**config.mk**
```make
export PLATFORM = sky130hd
export DESIGN_NAME = mem_arbiter
export DESIGN_NICKNAME = d
export VERILOG_FILES = /design/src/rtl/mem_arbiter_pkg.sv /design/src/rtl/mem_arbiter_rr_arb2.sv /design/src/rtl/mem_arbiter.sv
export SDC_FILE = /design/constraint.sdc
export NUM_CORES = 1
export LEC_CHECK = 0
export CAP_MARGIN = 20
export CORE_MARGIN = 3
export CORE_UTILIZATION = 41
export DETAILED_ROUTE_END_ITERATION = 10
export PLACE_DENSITY = 0.81
export SETUP_SLACK_MARGIN = 0.15
export SLEW_MARGIN = 15
export SYNTH_ARGS = -nofsm -noshare
export SYNTH_HDL_FRONTEND = slang
export SYNTH_SLANG_ARGS = --single-unit
```
**constraint.sdc**
```tcl
create_clock -name clk -period 2.5 [get_ports clk]
set_input_delay 0.375 -clock clk [delete_from_list [all_inputs] [get_ports clk]]
set_output_delay 0.375 -clock clk [all_outputs]
set_load 0.01 [all_outputs]
```
**src/rtl/mem_arbiter_pkg.sv**
```systemverilog
// Shared definitions for the two-master memory bus arbiter: bus field widths,
// FSM state encoding, default timeout data word and the round-robin pick rule.
package mem_arbiter_pkg;

    localparam int DATA_W = 32;
    localparam int STRB_W = 4;

    localparam logic [DATA_W-1:0] ERR_DATA_DEFAULT = 32'hDEADBEEF;

    typedef enum logic [1:0] {
        ST_IDLE = 2'd0,
        ST_REQ  = 2'd1,
        ST_RESP = 2'd2
    } arb_state_e;

    // Two-way round-robin choice: a lone requester wins outright, on a tie the
    // master that did not win last time is chosen.
    function automatic logic rr_pick(input logic [1:0] req, input logic last_grant);
        logic pick;
        pick = 1'b0;
        if (req == 2'b10) begin
            pick = 1'b1;
        end else if (req == 2'b11) begin
            pick = ~last_grant;
        end
        return pick;
    endfunction

endpackage

```
**src/rtl/mem_arbiter_rr_arb2.sv**
```systemverilog
// Two-way round-robin grant: combinational pick from the request pair and the
// remembered last winner, which is only updated when the caller commits a grant.
module mem_arbiter_rr_arb2
    import mem_arbiter_pkg::*;
(
    input  logic       clk,
    input  logic       reset,
    input  logic [1:0] req,
    input  logic       grant_en,
    output logic       gnt_idx
);

    logic last_grant_q;
    logic last_grant_d;

    // Pick the winner for this cycle
    always_comb begin
        gnt_idx = rr_pick(req, last_grant_q);
    end

    // Remember the winner only when the grant is actually taken
    always_comb begin
        last_grant_d = last_grant_q;
        if (grant_en) begin
            last_grant_d = gnt_idx;
        end
    end

    // last_grant resets to master 1 so master 0 wins the first tie
    always_ff @(posedge clk) begin
        if (reset) begin
            last_grant_q <= 1'b1;
        end else begin
            last_grant_q <= last_grant_d;
        end
    end

endmodule

```
**src/rtl/mem_arbiter.sv**
```systemverilog
// Shares one memory/peripheral bus port between the instruction-fetch master (0)
// and the load/store master (1). One transaction is in flight at a time; a
// timeout converts a hung slave into an error response so a master never
// waits forever.
module mem_arbiter
    import mem_arbiter_pkg::*;
#(
    parameter int                AW       = 32,
    parameter int                TIMEOUT  = 256,
    parameter logic [DATA_W-1:0] ERR_DATA = ERR_DATA_DEFAULT
) (
    input  logic              clk,
    input  logic              reset,

    input  logic              m0_valid,
    input  logic [AW-1:0]     m0_addr,
    input  logic [DATA_W-1:0] m0_wdata,
    input  logic [STRB_W-1:0] m0_wstrb,
    output logic              m0_ready,
    output logic [DATA_W-1:0] m0_rdata,
    output logic              m0_err,

    input  logic              m1_valid,
    input  logic [AW-1:0]     m1_addr,
    input  logic [DATA_W-1:0] m1_wdata,
    input  logic [STRB_W-1:0] m1_wstrb,
    output logic              m1_ready,
    output logic [DATA_W-1:0] m1_rdata,
    output logic              m1_err,

    output logic              s_valid,
    output logic [AW-1:0]     s_addr,
    output logic [DATA_W-1:0] s_wdata,
    output logic [STRB_W-1:0] s_wstrb,
    input  logic              s_ready,
    input  logic              s_rvalid,
    input  logic [DATA_W-1:0] s_rdata
);

    // Counter only needs to reach TIMEOUT-1; a TIMEOUT of 0 disables the check.
    localparam int              CNT_W      = (TIMEOUT > 1) ? $clog2(TIMEOUT) : 1;
    localparam logic [CNT_W-1:0] CNT_LAST  = CNT_W'((TIMEOUT > 0) ? (TIMEOUT - 1) : 0);
    localparam bit              TIMEOUT_EN = (TIMEOUT > 0);

    arb_state_e        state_q, state_d;
    logic [CNT_W-1:0]  cnt_q, cnt_d;
    logic              gnt_q, gnt_d;

    logic              s_valid_q, s_valid_d;
    logic [AW-1:0]     s_addr_q, s_addr_d;
    logic [DATA_W-1:0] s_wdata_q, s_wdata_d;
    logic [STRB_W-1:0] s_wstrb_q, s_wstrb_d;

    logic [1:0]        m_ready_q, m_ready_d;
    logic [1:0]        m_err_q, m_err_d;
    logic [DATA_W-1:0] m_rdata_q [2];
    logic [DATA_W-1:0] m_rdata_d [2];

    logic [1:0]        m_valid;
    logic              pick_idx;
    logic              grant_en;
    logic              timeout_hit;
    logic              cpl_fire;
    logic              cpl_err;

    assign m_valid = {m1_valid, m0_valid};

    mem_arbiter_rr_arb2 u_rr_arb2 (
        .clk      (clk),
        .reset    (reset),
        .req      (m_valid),
        .grant_en (grant_en),
        .gnt_idx  (pick_idx)
    );

    // The counter has been running since issue; TIMEOUT-1 is the last cycle allowed.
    always_comb begin
        timeout_hit = TIMEOUT_EN && (cnt_q == CNT_LAST);
    end

    // Next-state logic: grant in IDLE, hold the request in REQ, wait in RESP
    always_comb begin
        state_d   = state_q;
        cnt_d     = cnt_q;
        gnt_d     = gnt_q;
        s_valid_d = s_valid_q;
        s_addr_d  = s_addr_q;
        s_wdata_d = s_wdata_q;
        s_wstrb_d = s_wstrb_q;
        grant_en  = 1'b0;
        cpl_fire  = 1'b0;
        cpl_err   = 1'b0;

        unique case (state_q)
            ST_IDLE: begin
                // A ready pulse in flight means the completed master may still
                // be holding valid for the old request, so skip this cycle.
                if (!(|m_ready_q) && (|m_valid)) begin
                    grant_en  = 1'b1;
                    gnt_d     = pick_idx;
                    s_valid_d = 1'b1;
                    s_addr_d  = pick_idx ? m1_addr  : m0_addr;
                    s_wdata_d = pick_idx ? m1_wdata : m0_wdata;
                    s_wstrb_d = pick_idx ? m1_wstrb : m0_wstrb;
                    cnt_d     = '0;
                    state_d   = ST_REQ;
                end
            end
            ST_REQ: begin
                cnt_d = cnt_q + CNT_W'(1);
                if (s_ready && s_rvalid) begin
                    cpl_fire = 1'b1;
                end else if (timeout_hit) begin
                    cpl_fire = 1'b1;
                    cpl_err  = 1'b1;
                end else if (s_ready) begin
                    s_valid_d = 1'b0;
                    state_d   = ST_RESP;
                end
            end
            ST_RESP: begin
                cnt_d = cnt_q + CNT_W'(1);
                if (s_rvalid) begin
                    cpl_fire = 1'b1;
                end else if (timeout_hit) begin
                    cpl_fire = 1'b1;
                    cpl_err  = 1'b1;
                end
            end
            default: begin
                state_d = ST_IDLE;
            end
        endcase

        if (cpl_fire) begin
            s_valid_d = 1'b0;
            cnt_d     = '0;
            state_d   = ST_IDLE;
        end
    end

    // Route a completion to the granted master only; the other keeps its old data
    always_comb begin
        for (int i = 0; i < 2; i++) begin
            m_ready_d[i] = 1'b0;
            m_err_d[i]   = m_err_q[i];
            m_rdata_d[i] = m_rdata_q[i];
            if (cpl_fire && (int'(gnt_q) == i)) begin
                m_ready_d[i] = 1'b1;
                m_err_d[i]   = cpl_err;
                m_rdata_d[i] = cpl_err ? ERR_DATA : s_rdata;
            end
        end
    end

    // Arbiter state and slave-side request registers
    always_ff @(posedge clk) begin
        if (reset) begin
            state_q   <= ST_IDLE;
            cnt_q     <= '0;
            gnt_q     <= 1'b0;
            s_valid_q <= 1'b0;
            s_addr_q  <= '0;
            s_wdata_q <= '0;
            s_wstrb_q <= '0;
        end else begin
            state_q   <= state_d;
            cnt_q     <= cnt_d;
            gnt_q     <= gnt_d;
            s_valid_q <= s_valid_d;
            s_addr_q  <= s_addr_d;
            s_wdata_q <= s_wdata_d;
            s_wstrb_q <= s_wstrb_d;
        end
    end

    // Master-side response registers; rdata/err hold until that master's next completion
    always_ff @(posedge clk) begin
        if (reset) begin
            m_ready_q    <= '0;
            m_err_q      <= '0;
            m_rdata_q[0] <= '0;
            m_rdata_q[1] <= '0;
        end else begin
            m_ready_q    <= m_ready_d;
            m_err_q      <= m_err_d;
            m_rdata_q[0] <= m_rdata_d[0];
            m_rdata_q[1] <= m_rdata_d[1];
        end
    end

    assign s_valid  = s_valid_q;
    assign s_addr   = s_addr_q;
    assign s_wdata  = s_wdata_q;
    assign s_wstrb  = s_wstrb_q;

    assign m0_ready = m_ready_q[0];
    assign m0_err   = m_err_q[0];
    assign m0_rdata = m_rdata_q[0];
    assign m1_ready = m_ready_q[1];
    assign m1_err   = m_err_q[1];
    assign m1_rdata = m_rdata_q[1];

endmodule

```
* Word-level counts from Yosys, hierarchy flattened
Memory sizes are Yosys's and may differ from the RTL's.
Index checks and enable logic that the tools add are counted.
** Cells by class
- Add/subtract/negate cells :: 1
- Equal/unequal tests :: 9
- Muxes and demuxes :: 36
- Bitwise logic cells :: 5
- Reduce and logical (&&, ||, !) cells :: 16
** Operator list (count)
- $mux W32 :: 7
- $mux W1 :: 18
- $pmux W8 S2 :: 1
- $reduce_and A5 Y1 :: 2
- $add A8 B1 Y8 const B :: 1
- $eq A8 B8 Y1 const B :: 1
- $mux W2 :: 4
- $mux W8 :: 1
- $ne A2 B2 Y1 const B :: 4
- $reduce_or A2 Y1 :: 4
- $eq A2 B2 Y1 const B :: 3
- $pmux W1 S2 :: 3
- $pmux W2 S3 :: 1
- $logic_and A1 B1 Y1 :: 4
- $mux W4 :: 1
- $reduce_and A2 Y1 :: 2
- $reduce_bool A2 Y1 :: 2
- $not A1 Y1 :: 3
- $eq A2 B1 Y1 const B :: 1
- $logic_not A2 Y1 :: 1
- $or A1 B1 Y1 :: 2
- $logic_not A1 Y1 :: 1
** Storage, ports and cells
- Register bits :: 85
- Memory bits (writable) :: 64
- Input port bits :: 174
- Output and inout bits :: 137
- Word-level logic and storage cells :: 79
- Memories kept :: 1
** Memory list
- m_rdata_q :: words 2, width 32, read ports 2, clocked after memory_dff 0, write ports 2, line mem_arbiter.sv:56 : logic [DATA_W-1:0] m_rdata_q [2];

* Depth between registers and ports, before layout
- Depth in word-level cells :: 7
- Gate-level depth with buffers :: 9
- Gate-level depth less buffers :: 6

* By module
Synthesis repeated with hierarchy kept, for this count alone.
** Second synthesis, totals
- Cell total of the unflattened synthesis :: 666
- Area, all modules :: 6501.2 sq um
** By module, submodules not included
- mem_arbiter :: times used 1, cells each 662, area an instance 6458.7 sq um, seq. area each 2962.8 sq um
- mem_arbiter_rr_arb2 :: times used 1, cells each 4, area an instance 42.5 sq um, seq. area each 20.0 sq um

* Worst setup path before layout
No wires, ideal clock.
- Path kind :: reg2reg
- Start point :: register state_q[0]
- End point :: register s_valid_q (netlist: s_valid)
- Library setup time :: 0.078 ns
- Arrival time :: 1.845 ns
- Data required time :: 2.422 ns
- Setup slack :: 0.577 ns
- Stages on the path, launching flop included :: 9
- Path buffers :: 2
- Clock period less this slack :: 1.923 ns
- Path through :: dfxtp_1 -> inv_1 -> ha_1 -> buf_2 -> and4_1 -> a21oi_2 -> buf_2 -> nand2_1 -> nor3_1
** Between the ends
- Longest elaborated chain between the ends :: 3
- Elaborated cells between the ends (all ways) :: 12
- Classes of those cells :: eq/ne (6); mux (2); reduce/logical (4)
** Ends and longest elaborated chain
- start: declaration :: line mem_arbiter.sv:45 : arb_state_e state_q, state_d;
- start signal: assignment :: line mem_arbiter.sv:167 : state_q <= state_d;
- $eq A2 B1 Y1 (tied with other cells) :: line mem_arbiter.sv:94 : unique case (state_q)
- $ne A2 B2 Y1 (no line) (tied with other cells)
- $reduce_and A5 Y1 (no line) / $reduce_or A2 Y1 (equally long branches)
- end signal: assignment :: line mem_arbiter.sv:170 : s_valid_q <= s_valid_d;
- end: declaration :: line mem_arbiter.sv:49 : logic s_valid_q, s_valid_d;
Several ways; a longest one is shown, not always the timed one.
A chain may end at the register's enable or synchronous reset.

==> results.json <==
{
  "rows": 45,
  "end_kind": "flip-flop",
  "cp_data_required_time_ps": 2830,
  "cts_inserted_buffers": 17,
  "wl_per_cell_um": 17.9,
  "fin_crit_ps": 2150,
  "ys_async_sr_fraction_pct": 0,
  "syn_to_final_growth_pct": 59.2,
  "ys_seq_area_share_pct": 46.0,
  "skew_ps": 5.06,
  "clkLatencyLatePin_ps": 420,
  "drc": 0,
  "synth_top_area_share_pct": 46.0,
  "syn_nets": 860,
  "synth_ff_type": "dfxtp_1",
  "finalHoldViolations": 0,
  "ys_ff_latch": 149,
  "p_total_mw": 7.58,
  "io_buffers": 310,
  "final_core_util_pct": 67.4,
  "final.setup.tns_ps": 0,
  "status": "completed",
  "via_per_inst": 5.27,
  "antenna_found_initial": 0,
  "htree_levels": 4,
  "fmax_ghz": 0.464,
  "clockBufferDepth": 2,
  "synth_area_leaders": "dfxtp_1 46%, mux2i_1 13%, a211oi_1 7.9%, a21oi_1 4.6%, nor2_1 4.2%",
  "cp.arrival_ps": 2480,
  "crit_type": "flip-flop to flip-flop",
  "synthCells": 681,
  "pre_cts_slack_ps": 96.0,
  "max-cap-violations": 0,
  "synth.avg_cell_area_um2": 9.52,
  "min_path_type": "input port to flip-flop",
  "vias": 6261,
  "drtIter0Drc": 349,
  "multiInputGateArea_um2": 3130,
  "p_leak_nw": 3.87,
  "clkTransAtPathRegs_ps": 60,
  "cts_tree": "done",
  "synth_edf_count": 0,
  "die_w_um": 132,
  "dr.pass1.iters": 5,
  "maxSlewViolCount": 0,
  "dp_hpwl_um": 15700,
  "finalCritPeriodShare_pct": 86.1,
  "clock-root-buffer": "clkbuf_16",
  "cts_setup_buffers": 0,
  "yosysUniqueCellTypes": 45,
  "grt_pass1_wl_um": 32800,
  "grt-ovfl-total": 0,
  "antenna_left": 0,
  "initial_core_util_pct": 42.3,
  "dieArea_um2": 17400,
  "tightest_slew_ps": 672,
  "max_slew_margin_pct": 54.7,
  "netlist_area_um2": 6480,
  "irDropWorstVdd_uv": 447,
  "rsz0062_at_grt": "false",
  "drive_above_1_share_pct": 7.38,
  "setup_ws_ps": 346,
  "seq_area_um2": 2980,
  "routed_wl_um": 21300,
  "ios": 311,
  "setup_viol": 0,
  "cts_sinks": 149,
  "yosysWarningCount": 0,
  "place_congestion": 0.844,
  "cp_max_fo": 49,
  "synth_top_area_cell": "dfxtp_1",
  "antenna_cells": 0,
  "p_per_area_nw_per_um2": 735,
  "die_h_um": 132,
  "fillCellCount": 1263,
  "nNetsFinal": 1142,
  "worstSetupStartpointType": "flip-flop",
  "hold_buffers": 0,
  "grt_pass1_vias": 6017,
  "core-area_um2": 15300,
  "grt_start_max_net_pins": 122,
  "track_usage_pct": 23.7
}
## stage by stage
stage | instance area, µm² | hold WS [ps] | std cells
global placement | 9770 | 445 | 1154
global route | 10300 | 470 | 1187
detailed placement | 9770 | 458 | 1154
CTS | 10300 | 419 | 1186
floorplan | 6480 | 436 | 681
finish | 10300 | 431 | 1187
## cell families (layout without fill, tap and decap cells)
group | after synthesis | count (layout) | synth area share (%)
compound gates | 202 | 203 | 23.0
fa+ha+maj | 5 | 5 | 0.965
buf+inv | 96 | 390 | 6.39
flops | 149 | 149 | 46.0
mux | 86 | 86 | 13.3
simple gates | 143 | 143 | 10.3
## power breakdown
group | total (mW) | switching, mW | internal (mW)
Clock | 2.29 | 1.01 | 1.29
Combinational | 2.42 | 1.19 | 1.22
Sequential | 2.87 | 0.171 | 2.70
## registers in the layout, summed over array words and instances, names as in the netlist
register	cells
s_valid	1
s_wstrb	4
gnt_q	1
s_wdata	32
u_rr_arb2.last_grant_q	1
cnt_q	8
m_rdata_q	64
m_ready_q	2
state_q	2
s_addr	32
m_err_q	2
## metal layers
layer	GRT usage, %	wire [µm]
met1	27.8	8370
met2	41.1	10700
met3	6.30	1570
met4	10.0	611
met5	0	0
## repair_timing
item / 4_1_cts / 5_1_grt
hold endpoints to repair: 0 / 0
pin swaps: 0 / 0
gates cloned: 0 / 1
resized for setup: 0 / 4
endpoints found under the setup margin: 4 / 37
## critical path, stage by stage (launching register included)
cell and delay, ps:
dfxtp_1 350, inv_1 90, ha_2 430, and4_1 290, a21o_2 230, buf_12 240
a21oi_1 120, a311oi_1 290
## cell usage after synthesis, types with 4 or more instances
| cell | instances |
|---|---|
| or4_1 | 5 |
| nand3_1 | 4 |
| a211oi_1 | 68 |
| a21oi_1 | 60 |
| nor2_1 | 73 |
| o211ai_1 | 8 |
| mux2i_1 | 86 |
| clkbuf_1 | 38 |
| dfxtp_1 | 149 |
| o31ai_1 | 6 |
| o21ai_0 | 6 |
| buf_2 | 22 |
| nand2_1 | 21 |
| inv_1 | 30 |
| a311oi_1 | 27 |
| nor4_1 | 11 |
| ha_1 | 5 |
| nor3_1 | 13 |
| a311oi_2 | 10 |
## final cells by class
type / count / share of cell area [%]
Tap cell: 211 / 2.56
Inverter: 32 / 1.16
Clock inverter: 13 / 0.812
Timing Repair Buffer: 326 / 31.9
Sequential cell: 149 / 28.9
Clock buffer: 19 / 4.29
Multi-Input combinational cell: 437 / 30.3
## cells in the final DEF (no fill, tap or decap), drive strengths merged
master / n
o21ai: 6
o211ai: 8
a21oi: 63
a211o: 1
a22oi: 1
clkinvlp: 3
and4: 3
nor3: 13
or2: 1
clkinv: 10
nand2b: 2
nor2: 73
nor2b: 1
o31ai: 6
nand4b: 1
clkbuf: 19
a22o: 1
nand4: 2
nor4: 11
and3: 1
o211a: 2
ha: 5
nand3: 4
buf: 17
a211oi: 69
or3: 3
nand2: 23
a31oi: 2
a21o: 1
a21bo: 2
clkdlybuf4s50: 309
o21bai: 1
or4: 5
a311oi: 37
mux2i: 86
inv: 32
dfxtp: 149
a32oi: 1
a21boi: 2
## final timing paths
path	startpoint	to	slack, ps	depth (start not counted)
hold / removal	reset	u_rr_arb2.last_grant_q	430	4
setup reg to reg	state_q[0]	m_rdata_q[0][48]	350	7
hold reg to reg	m_rdata_q[0][29]	m_rdata_q[0][29]	460	2
setup / recovery	state_q[0]	m_rdata_q[0][48]	350	7
No activity file was read; power rests on OpenSTA's default activity.
